**src/rtl/sram_burst_client.sv**
```systemverilog
// Requester-side client for the SRAM controller burst port: FIFO-buffered write stream
// plus a sequential read job with RD_LAT realignment. Define SRAM_BURST_WRAP_EN for a circular write window.
module sram_burst_client #(
   parameter int AW      = 18,
   parameter int DW      = 16,
   parameter int FIFO_LG = 4,
   parameter int RD_LAT  = 3,
   parameter int WR_WIN  = 1024
) (
   input  logic          Clock,
   input  logic          nReset,
   input  logic          WrStart,
   input  logic [AW-1:0] WrBase,
   input  logic          WrValid,
   input  logic [DW-1:0] WrData,
   output logic          WrReady,
   input  logic          RdStart,
   input  logic [AW-1:0] RdBase,
   input  logic [AW-1:0] RdLen,
   output logic          RdBusy,
   output logic          RdOutValid,
   output logic [DW-1:0] RdOutData,
   output logic          RdDone,
   output logic          ReqBurstWrite,
   output logic [AW-1:0] WrAddrBWrite,
   output logic [DW-1:0] DataBWrite,
   input  logic          AValidBWrite,
   output logic [AW-1:0] RdAddrBRead,
   input  logic          AValidBRead,
   input  logic [DW-1:0] Q
);

   localparam int Depth = 1 << FIFO_LG;
   localparam logic [0:0] Idle  = 1'b0;
   localparam logic [0:0] Issue = 1'b1;

`ifdef SRAM_BURST_WRAP_EN
   localparam logic WrapEn = 1'b1;
`else
   localparam logic WrapEn = 1'b0;
`endif

   // ---------------- write FIFO ----------------
   logic [DW-1:0]      mem [Depth];
   logic [FIFO_LG-1:0] wrPtr, rdPtr;
   logic [FIFO_LG:0]   count, countNext;
   logic               push, pop;

   assign WrReady = count < (FIFO_LG+1)'(Depth);
   assign push    = WrValid & WrReady;
   assign pop     = AValidBWrite & ReqBurstWrite;

   // NOTE: storage is not reset; the head is gated by ReqBurstWrite so stale words never reach the port.
   assign DataBWrite = ReqBurstWrite ? mem[rdPtr] : '0;

   always_ff @(posedge Clock) begin
      if (push) mem[wrPtr] <= WrData;
   end

   // NOTE: every always_comb output gets a default first so no latch is inferred.
   always_comb begin
      countNext = count;
      if (push && !pop)      countNext = count + (FIFO_LG+1)'(1);
      else if (pop && !push) countNext = count - (FIFO_LG+1)'(1);
   end

   // NOTE: sequential state uses non-blocking assignments only.
   always_ff @(posedge Clock or negedge nReset) begin
      if (!nReset) begin
         wrPtr         <= '0;
         rdPtr         <= '0;
         count         <= '0;
         ReqBurstWrite <= 1'b0;
      end else begin
         if (push) wrPtr <= wrPtr + FIFO_LG'(1);
         if (pop)  rdPtr <= rdPtr + FIFO_LG'(1);
         count         <= countNext;
         ReqBurstWrite <= countNext != '0;
      end
   end

   // ---------------- write address ----------------
   logic [AW-1:0] wrAddr, winBase, winLast, wrAddrInc;

   assign WrAddrBWrite = wrAddr;

   always_comb begin
      winLast   = winBase + AW'(WR_WIN - 1);
      wrAddrInc = wrAddr + AW'(1);
      if (WrapEn && wrAddr == winLast) wrAddrInc = winBase;
   end

   // A new base is only taken between bursts, so words already queued keep their addresses.
   always_ff @(posedge Clock or negedge nReset) begin
      if (!nReset) begin
         wrAddr  <= '0;
         winBase <= '0;
      end else if (WrStart && count == '0) begin
         wrAddr  <= WrBase;
         winBase <= WrBase;
      end else if (pop) begin
         wrAddr  <= wrAddrInc;
      end
   end

   // ---------------- read job ----------------
   logic [0:0]        state;
   logic [AW-1:0]     rdAddr, rdRemain;
   logic [RD_LAT-1:0] dly;
   logic              rdGrant, rdAccept, lastOut;

   assign RdAddrBRead = rdAddr;
   assign rdGrant     = AValidBRead & (state == Issue);
   assign rdAccept    = RdStart & ~RdBusy;
   // Once issuing is over, an output beat with nothing left in the delay line is the final word.
   assign lastOut     = RdBusy & RdOutValid & (state == Idle) & (dly == '0);

   always_ff @(posedge Clock or negedge nReset) begin
      if (!nReset) begin
         state      <= Idle;
         rdAddr     <= '0;
         rdRemain   <= '0;
         dly        <= '0;
         RdBusy     <= 1'b0;
         RdOutValid <= 1'b0;
         RdOutData  <= '0;
         RdDone     <= 1'b0;
      end else begin
         dly        <= {dly[RD_LAT-2:0], rdGrant};
         RdOutValid <= dly[RD_LAT-1];
         if (dly[RD_LAT-1]) RdOutData <= Q;
         RdDone     <= lastOut | (rdAccept & (RdLen == '0));
         if (rdAccept && RdLen != '0) begin
            RdBusy   <= 1'b1;
            state    <= Issue;
            rdAddr   <= RdBase;
            rdRemain <= RdLen;
         end else begin
            if (lastOut) RdBusy <= 1'b0;
            if (rdGrant) begin
               rdAddr   <= rdAddr + AW'(1);
               rdRemain <= rdRemain - AW'(1);
               if (rdRemain == AW'(1)) state <= Idle;
            end
         end
      end
   end

endmodule

```
**config.mk**
```make
export PLATFORM = sky130hd
export DESIGN_NAME = sram_burst_client
export DESIGN_NICKNAME = d
export VERILOG_FILES = /design/src/rtl/sram_burst_client.sv
export SDC_FILE = /design/constraint.sdc
export NUM_CORES = 1
export LEC_CHECK = 0
export ABC_AREA = 0
export CORE_AREA = 4 4 159 161
export DETAILED_ROUTE_END_ITERATION = 16
export DIE_AREA = 0 0 163 165
export PLACE_DENSITY = 0.82
export SYNTH_ARGS = -nofsm -noshare
export SYNTH_HDL_FRONTEND = slang
export SYNTH_SLANG_ARGS = --single-unit
```
**constraint.sdc**
```tcl
create_clock -name Clock -period 4.95 [get_ports Clock]
set_input_delay 0.7425 -clock Clock [delete_from_list [all_inputs] [get_ports Clock]]
set_output_delay 0.7425 -clock Clock [all_outputs]
set_load 0.1 [all_outputs]
```
==> flow_summary.ini, run 1 <==
[routing]
drtPass1Iterations = 5
wl_per_cell_um = 23.91
viasPerCell = 6.058
ant_nets = 0
wl_met1_mm = 12.85
vias = 8390
drt_iter0_drc = 874
wl_met2_mm = 16.69
totalWireLength_mm = 33.12
wl_met3_mm = 2.652
drcViolationCount = 0
top_layer = met4

[power]
p_int_mw = 7.080
p_leak_nw = 6.011
cellPowerDensity_nw_per_um2 = 727.6
pwr-share-seq_pct = 33.5
ir_worst_vdd_v = 0.0006482
switching_power_mw = 5.627
combPwrFrac_pct = 43.4
pwr-share-clk_pct = 23.1
swShare_pct = 44.28

[logic_synthesis]
ys_seq_elements = 347
synth_cells = 859
synth_nets = 963
ys_warn_count = 0
yosysUniqueCellTypes = 43
ys.flop_type = edfxtp_1
synth_edf_count = 256
avgSynthCellArea_um2 = 16.53
ys_async_sr_fraction_pct = 26.22
yosysSeqAreaShare_pct = 70.17
syn_area_um2 = 14200

[layout]
fin_nets = 1138
fin_area_um2 = 17460
antenna_cells = 0
layout_commonest_cell = edfxtp_1
area_delta_synth_final_pct = 22.98
final_cell_mix = edfxtp_1, clkdlybuf4s50_1, dfrtp_1
drive_above_1_share_pct = 16.78
final_cells = 1385

[timing]
setup_tns_ns = 0
slew_viol_final = 0
min_period_ns = 3.896
worst_pin_slew_ns = 1.139
hold_violations = 0
fin_crit_sh_pct = 78.71
fin_skew_ns = 0.02551
finalSetupViolations = 0
rsz0062_at_grt = false
max_freq_mhz = 256.7
relSlewSlack_pct = 24.04

[grt]
grt_pass1_wl_mm = 50.87
grt_overflow = 0
grt_pass1_vias = 8835
grt_usage_pct = 25.07
grt_max_degree = 58
antenna_found_initial = 0

[clock_tree]
clk_root_buffer_cell = clkbuf_16
clock_path_buffers = 3
clkSlewWorstSetupHoldPaths_ns = 0.06
cts_buffers = 36
clock_latency_ns = 0.54
cts_resized = 0
cts_hold_buf = 0
cts_tree = yes
cts_sinks = 347
htree_num_levels = 2
post_cts_buffers = 0

[worst_setup_path]
worstPathArrival_ns = 3.15
worstSetupStartpoint = rdPtr[2]$_DFFE_PN0P_
crit_required_ns = 4.21
startpoint_type = flop
worstReg2RegStart = ReqBurstWrite$_DFF_PN0_
path_class = reg2out
cp-end-kind = output port
cp_max_fo = 45

[place]
port_buffers = 165
dp_hpwl_mm = 19.62
place_congestion = 0.8065
placed_cells = 1320
dpl-instance-area_um2 = 16160

[floorplanning]
fp.dieArea_um2 = 26900
placementRows = 57
die_y_um = 165
io-pin-count = 166
core_area_um2 = 23960
start_util_pct = 59.26
die_w_um = 163

[flow_run]
max-cap-violations = 0

[status]
outcome = finished clean

[worst_hold_path]
min_path_type = in2async
state kept, by name, indices dropped and copies added (netlist names):
name	count
WrAddrBWrite	18
RdBusy	1
count	5
RdAddrBRead	18
RdDone	1
rdPtr	4
RdOutValid	1
mem	256
ReqBurstWrite	1
rdRemain	18
RdOutData	16
dly	3
wrPtr	4
state	1
stage by stage:
step	util (%)	total power [mW]	setup WS (ns)	hold WS, ns
2_1_floorplan	-	8.365	0.6279	0.3519
3_3_place_gp	67.46	9.640	1.566	0.3597
3_5_place_dp	67.46	9.745	1.502	0.3740
4_1_cts	72.87	12.76	1.053	0.3149
5_1_grt	72.87	13.20	0.8786	0.3458
6_report	72.87	12.71	1.054	0.2897
critical path, stage by stage, from the launching register on:
cell and delay, ns:
dfrtp_2 1.11, buf_4 0.38, mux4_2 0.34, a22oi_1 0.28, a21boi_0 0.23, buf_4 0.28
kinds of logic (layout without fill, tap and decap cells):
family          count (synthesis)  in the layout  synth area share [%]
flops                         347            347                 70.17
simple gates                  201            201                 7.172
compound gates                107            107                 4.741
mux                            86             86                 11.89
xor+xnor                       59             59                 3.639
buf+inv                        47            249                 1.348
fa+ha+maj                      12             12                 1.040
final cells by class:
type / count / area, um^2
clock buffer: 40 / 925.9
inverter: 8 / 30.03
sequential: 347 / 9970
multi-input combinational: 465 / 4055
clock inverter: 25 / 372.9
tap: 324 / 405.4
fill: 1467 / 6500
timing repair buffer: 176 / 1704
per-layer routing:
layer	GRT usage, %	vias to the layer above
met2	41.72	382
met1	33.90	4261
met3	5.241	71
met5	0	-
met4	7.777	0
li1	-	3676
Yosys cell counts, types with 2 or more instances:
cell | count | share of area [%]
and4_1 | 5 | 0.31
nand2b_1 | 2 | 0.088
buf_2 | 6 | 0.21
a21boi_0 | 18 | 0.95
nor4_2 | 2 | 0.18
o21ai_0 | 2 | 0.070
dfrtp_1 | 91 | 16
and2_1 | 20 | 0.88
a22oi_1 | 32 | 1.7
nor3b_1 | 2 | 0.11
ha_1 | 11 | 0.97
mux2_2 | 21 | 1.7
or4_1 | 2 | 0.11
nor3_1 | 8 | 0.28
and3_1 | 4 | 0.18
nor2_1 | 66 | 1.7
buf_1 | 9 | 0.24
nor4_1 | 9 | 0.40
or3_1 | 5 | 0.22
clkbuf_1 | 23 | 0.61
nand4_1 | 15 | 0.66
xor2_1 | 28 | 1.7
a31oi_1 | 2 | 0.088
nand3_1 | 15 | 0.53
xnor2_1 | 31 | 1.9
edfxtp_1 | 256 | 54
a21oi_1 | 49 | 1.7
mux4_2 | 64 | 10
inv_1 | 8 | 0.21
nand2_1 | 35 | 0.93
nor2b_1 | 6 | 0.26
path summary, 6_finish.rpt:
check                                           to  slack, ns  depth (start not counted)
setup / recovery                     DataBWrite[7]       1.05                          5
hold / removal                    RdDone$_DFF_PN0_       0.29                          1
setup reg to reg           ReqBurstWrite$_DFF_PN0_       1.96                          5
hold reg to reg                   dly[2]$_DFF_PN0_       0.40                          0
max in group asynchronous     rdPtr[0]$_DFFE_PN0P_       3.67                          2
min in group Clock                dly[2]$_DFF_PN0_       0.40                          0
power groups by stage:
stage | combinational, mW | clock (mW) | sequential, mW
floorplan | 3.02 | 0 | 5.35
global placement | 5.38 | 0 | 4.25
detailed placement | 5.46 | 0 | 4.28
CTS | 5.54 | 2.96 | 4.25
global route | 5.76 | 3.11 | 4.34
finish | 5.52 | 2.93 | 4.25
(Power assumes the default switching activity.)
==> run 2, diff against run 1 <==
--- a/config.mk
+++ b/config.mk
@@ -6,10 +6,10 @@
 export NUM_CORES = 1
 export LEC_CHECK = 0
 export ABC_AREA = 0
-export CORE_AREA = 4 4 159 161
+export CORE_AREA = 4 4 165 167
 export DETAILED_ROUTE_END_ITERATION = 16
-export DIE_AREA = 0 0 163 165
-export PLACE_DENSITY = 0.82
+export DIE_AREA = 0 0 169 171
+export PLACE_DENSITY = 0.77
 export SYNTH_ARGS = -nofsm -noshare
 export SYNTH_HDL_FRONTEND = slang
 export SYNTH_SLANG_ARGS = --single-unit
==> constraint.sdc (replaced) <==
create_clock -name Clock -period 3.8 [get_ports Clock]
set_input_delay 0.57 -clock Clock [delete_from_list [all_inputs] [get_ports Clock]]
set_output_delay 0.57 -clock Clock [all_outputs]
set_load 0.1 [all_outputs]
==> run 2 against run 1 <==
Compared with the run above: non-clock buffer count up 22; clock power grew 17%; via count fell by 1.3%; combinational power rose by 40%; clock-buffer cell count did not move; global-route usage down 3.0 points.
==> flow_summary.ini, run 2 (synthesis gave the netlist of run 1 again) <==
[status]
outcome = finished clean

[timing]
fin_crit_sh_pct = 88.65
relSlewSlack_pct = 30.78
hold_violations = 0
fin_skew_ns = 0.01964
max_freq_mhz = 296.9
worst_pin_slew_ns = 1.035
finalSetupViolations = 0
rsz0062_at_grt = false
slew_viol_final = 0
setup_tns_ns = 0
min_period_ns = 3.369

[power]
switching_power_mw = 7.230
cellPowerDensity_nw_per_um2 = 935.2
pwr-share-seq_pct = 32.4
p_int_mw = 9.244
p_total_mw = 16.47
ir_worst_vdd_v = 0.001349
p_leak_nw = 6.118
pwr-share-clk_pct = 20.8
swShare_pct = 43.89
combPwrFrac_pct = 46.8

[worst_setup_path]
crit_chain = and2_1 -> a22oi_1 -> a21boi_0 -> buf_12
rrSetupSlack_ns = 1.31
crit_required_ns = 3.23
cp_top_family = compound AO/OA/AOI/OAI gates
r2r_cells = 3
critPathBufInv = 1
startpoint_type = flop
cp-end-kind = output port
cp_slowest_cell = and2_1
r2r_end = mem[14][0]$_DFFE_PP_
path_depth = 4
worstPathArrival_ns = 2.80
path_class = reg2out
worstReg2RegStart = count[4]$_DFF_PN0_
crit_path_max_incr_delay_ns = 0.72
cp_max_fo = 16

[grt]
grt_use_met2_pct = 37.17
grt_pass1_vias = 8612
grt_overflow = 0
grt-busiest-layer = met2
grt_pass1_wl_mm = 49.21
antenna_found_initial = 0
grt_usage_pct = 22.12
gr-usage-met3_pct = 4.598
use_met1_pct = 29.10
grt_max_degree = 69

[routing]
ant_nets = 0
viasPerCell = 5.843
drt_iter0_drc = 761
wl_per_cell_um = 22.47
drtPass1Iterations = 5
vias = 8280
drcViolationCount = 0
totalWireLength_mm = 31.84

[place]
placed_cells = 1353
port_buffers = 165
place_congestion = 0.7930
dp_hpwl_mm = 20.55

[layout]
drive_above_1_share_pct = 17.74
layout_commonest_cell = edfxtp_1
post-route-util_pct = 68.38
final_cell_mix = edfxtp_1, clkdlybuf4s50_1, dfrtp_1
antenna_cells = 0
final_cells = 1417
fill_cells = 1683
largest-register = mem
fin_nets = 1159
largest_register_ffs = 256
area_delta_synth_final_pct = 24.06

[clock_tree]
clk_root_buffer_cell = clkbuf_16
cts_resized = 0
post_cts_buffers = 0
htree_num_levels = 2
cts_hold_buf = 0
cts_sinks = 347
cts_tree = yes
clkSlewWorstSetupHoldPaths_ns = 0.06
clock_latency_ns = 0.53
cts_buffers = 35
clock_path_buffers = 3

[floorplanning]
io-pin-count = 166
fp.dieArea_um2 = 28900
die_w_um = 169
placementRows = 59
die_y_um = 171
start_util_pct = 55.12
core_area_um2 = 25760

[flow_run]
max-cap-violations = 0

[worst_hold_path]
min_path_type = in2async
[run 2: per-layer routing]
layer  up-vias  share of wire [%]
met4         0                3.0
met2       325                 51
met3        67                6.9
li1       3709                  -
met5         -                  0
met1      4179                 39
[run 2: worst max path at each step]
stage	slack (ns)	to	startpoint
6_report	0.43	DataBWrite[13]	rdPtr[1]$_DFFE_PN0P_
5_1_grt	0.28	DataBWrite[0]	rdPtr[0]$_DFFE_PN0P_
4_1_cts	0.41	DataBWrite[10]	rdPtr[0]$_DFFE_PN0P_
3_5_place_dp	0.63	mem[14][1]$_DFFE_PP_	WrValid
3_3_place_gp	0.71	mem[14][8]$_DFFE_PP_	WrValid
2_1_floorplan	-0.35	DataBWrite[10]	ReqBurstWrite$_DFF_PN0_
[run 2: final cells by class]
class	count	area [um^2]	area share, %
tap	335	419.2	2.379
clock buffer	40	925.9	5.256
multi-input combinational	465	4055	23.02
timing repair buffer	198	1992	11.31
clock inverter	24	225.2	1.278
sequential	347	9970	56.59
inverter	8	30.03	0.1705
[run 2: stage by stage]
stage | setup slack (ns) | area, um^2 | hold slack (ns)
2_1_floorplan | -0.3496 | 14200 | 0.2744
3_3_place_gp | 0.7066 | 16470 | 0.3599
3_5_place_dp | 0.6342 | 16470 | 0.3676
4_1_cts | 0.4123 | 17620 | 0.1822
5_1_grt | 0.2825 | 17620 | 0.2356
6_report | 0.4313 | 17620 | 0.1590
[run 2: worst register-to-register path, delay by kind of cell (launching register included)]
kind,cells,cell delay [ns]
AND/OR/NAND/NOR,3,1.70
flip-flops,1,0.42
[run 2: power by group through the flow]
stage	sequential (mW)	clock (mW)	combinational, mW
after floorplan	6.97	0	3.75
after global placement	5.37	0	7.64
after detailed placement	5.39	0	7.70
after CTS	5.33	3.49	7.75
after global routing	5.42	3.66	8.04
final	5.33	3.43	7.71
==> run 3, diff against run 2 <==
--- a/config.mk
+++ b/config.mk
@@ -10,6 +10,7 @@
 export DETAILED_ROUTE_END_ITERATION = 16
 export DIE_AREA = 0 0 169 171
 export PLACE_DENSITY = 0.77
+export REMOVE_ABC_BUFFERS = 1
 export SYNTH_ARGS = -nofsm -noshare
 export SYNTH_HDL_FRONTEND = slang
 export SYNTH_SLANG_ARGS = --single-unit
==> run 3 against run 2 <==
Compared with the run above: die area unchanged; clock-buffer cell count is 1 higher; clock power fell by 3%; critical path type unchanged; wire length down 0.99%; worst setup slack better by 0.0060 ns; largest cell class unchanged; critical path depth rose by 1; cell area up 0.29%.
==> flow_summary.ini, run 3 (synthesis gave the netlist of run 1 again) <==
[clock_tree]
cts_buffers = 36
clock_path_buffers = 3
clk_root_buffer_cell = clkbuf_16
clock_latency_ns = 0.52
post_cts_buffers = 0
cts_tree = yes
cts_hold_buf = 0
clkSlewWorstSetupHoldPaths_ns = 0.06
cts_resized = 0
htree_num_levels = 2
cts_sinks = 347

[floorplanning]
start_util_pct = 55.12
core_area_um2 = 25760
placementRows = 59
die_w_um = 169
die_y_um = 171
io-pin-count = 166
fp.dieArea_um2 = 28900

[flow_run]
max-cap-violations = 0

[worst_setup_path]
crit_required_ns = 3.23
cp-end-kind = output port
r2r_cells = 4
startpoint_type = flop
cp_max_fo = 10
worstPathArrival_ns = 2.79
path_class = reg2out

[timing]
fin_crit_sh_pct = 88.49
min_period_ns = 3.363
slew_viol_final = 0
rsz0062_at_grt = false
fin_skew_ns = 0.01812
hold_violations = 0
relSlewSlack_pct = 31.05
finalSetupViolations = 0
worst_pin_slew_ns = 1.031
max_freq_mhz = 297.4

[layout]
area_delta_synth_final_pct = 24.43
antenna_cells = 0
largest-register = mem
fin_nets = 1161
final_cells = 1420
post-route-util_pct = 68.58
drive_above_1_share_pct = 17.88
final_cell_mix = edfxtp_1, clkdlybuf4s50_1, dfrtp_1
layout_commonest_cell = edfxtp_1
largest_register_ffs = 256
fill_cells = 1695

[status]
outcome = finished clean

[place]
dp_hpwl_mm = 19.61
place_congestion = 0.7870
placed_cells = 1354
port_buffers = 165

[routing]
drtPass1Iterations = 5
vias = 8185
wl_per_cell_um = 22.20
drt_iter0_drc = 851
viasPerCell = 5.764
ant_nets = 0
drcViolationCount = 0
totalWireLength_mm = 31.53

[grt]
grt_max_degree = 67
antenna_found_initial = 0
grt_pass1_vias = 8681
grt_overflow = 0
grt_pass1_wl_mm = 48.91
grt_usage_pct = 22.02

[power]
p_leak_nw = 6.121
cellPowerDensity_nw_per_um2 = 939.0
ir_worst_vdd_v = 0.001287

[worst_hold_path]
min_path_type = in2async
-- run 3: area by class of cell --
cell class | count | area, um^2 | area share, %
well taps | 335 | 419.2 | 2.372
repair buffers | 199 | 2074 | 11.74
multi-input cells | 465 | 4055 | 22.95
inverters | 8 | 30.03 | 0.1700
flip-flops and latches | 347 | 9970 | 56.43
clock inverters | 25 | 178.9 | 1.013
clock buffers | 41 | 940.9 | 5.325
-- run 3: critical path: stages (launching register included) --
cell and delay [ns]:
dfrtp_1 0.46, nor2b_1 0.71, buf_4 0.33, a22oi_1 0.08, a21boi_0 0.44, buf_12 0.24
-- run 3: power breakdown --
part,internal (mW),leakage (nW),switching [mW]
Clock,1.92,0.539,1.40
Combinational,2.68,2.23,5.25
Sequential,4.73,3.35,0.608
Total,9.33,6.12,7.26
-- run 3: worst paths after layout --
path	startpoint	slack, ns	to
min reg2reg	dly[1]$_DFF_PN0_	0.38	dly[2]$_DFF_PN0_
max reg2reg	count[4]$_DFF_PN0_	1.41	mem[14][8]$_DFFE_PP_
max	rdPtr[1]$_DFFE_PN0P_	0.44	DataBWrite[1]
max in group asynchronous	nReset	2.74	rdRemain[9]$_DFFE_PN0P_
min in group Clock	dly[1]$_DFF_PN0_	0.38	dly[2]$_DFF_PN0_
min	nReset	0.15	WrAddrBWrite[5]$_DFFE_PN0P_
-- run 3: per-stage QoR --
stage	worst slack, ns	cell area [um^2]	hold slack [ns]	power, mW	setup TNS, ns
floorplan	-2.200	14040	0.2744	10.72	-35.55
global placement	0.8091	16550	0.3606	13.22	0
detailed placement	0.6858	16550	0.3686	13.34	0
CTS	0.4228	17670	0.1828	16.70	0
global route	0.3313	17670	0.2086	17.27	0
finish	0.4373	17670	0.1485	16.59	0
-- run 3: metal layers --
metal  share of wire (%)  vias up  wire length (um)  global-route usage (%)
met3                 7.7       56              2416                   4.829
met2                  51      312             16090                   37.45
li1                    -     3713                 -                       -
met4                 2.3        0               733                   5.985
met5                   0        -                 0                       0
met1                  39     4104             12290                   29.25
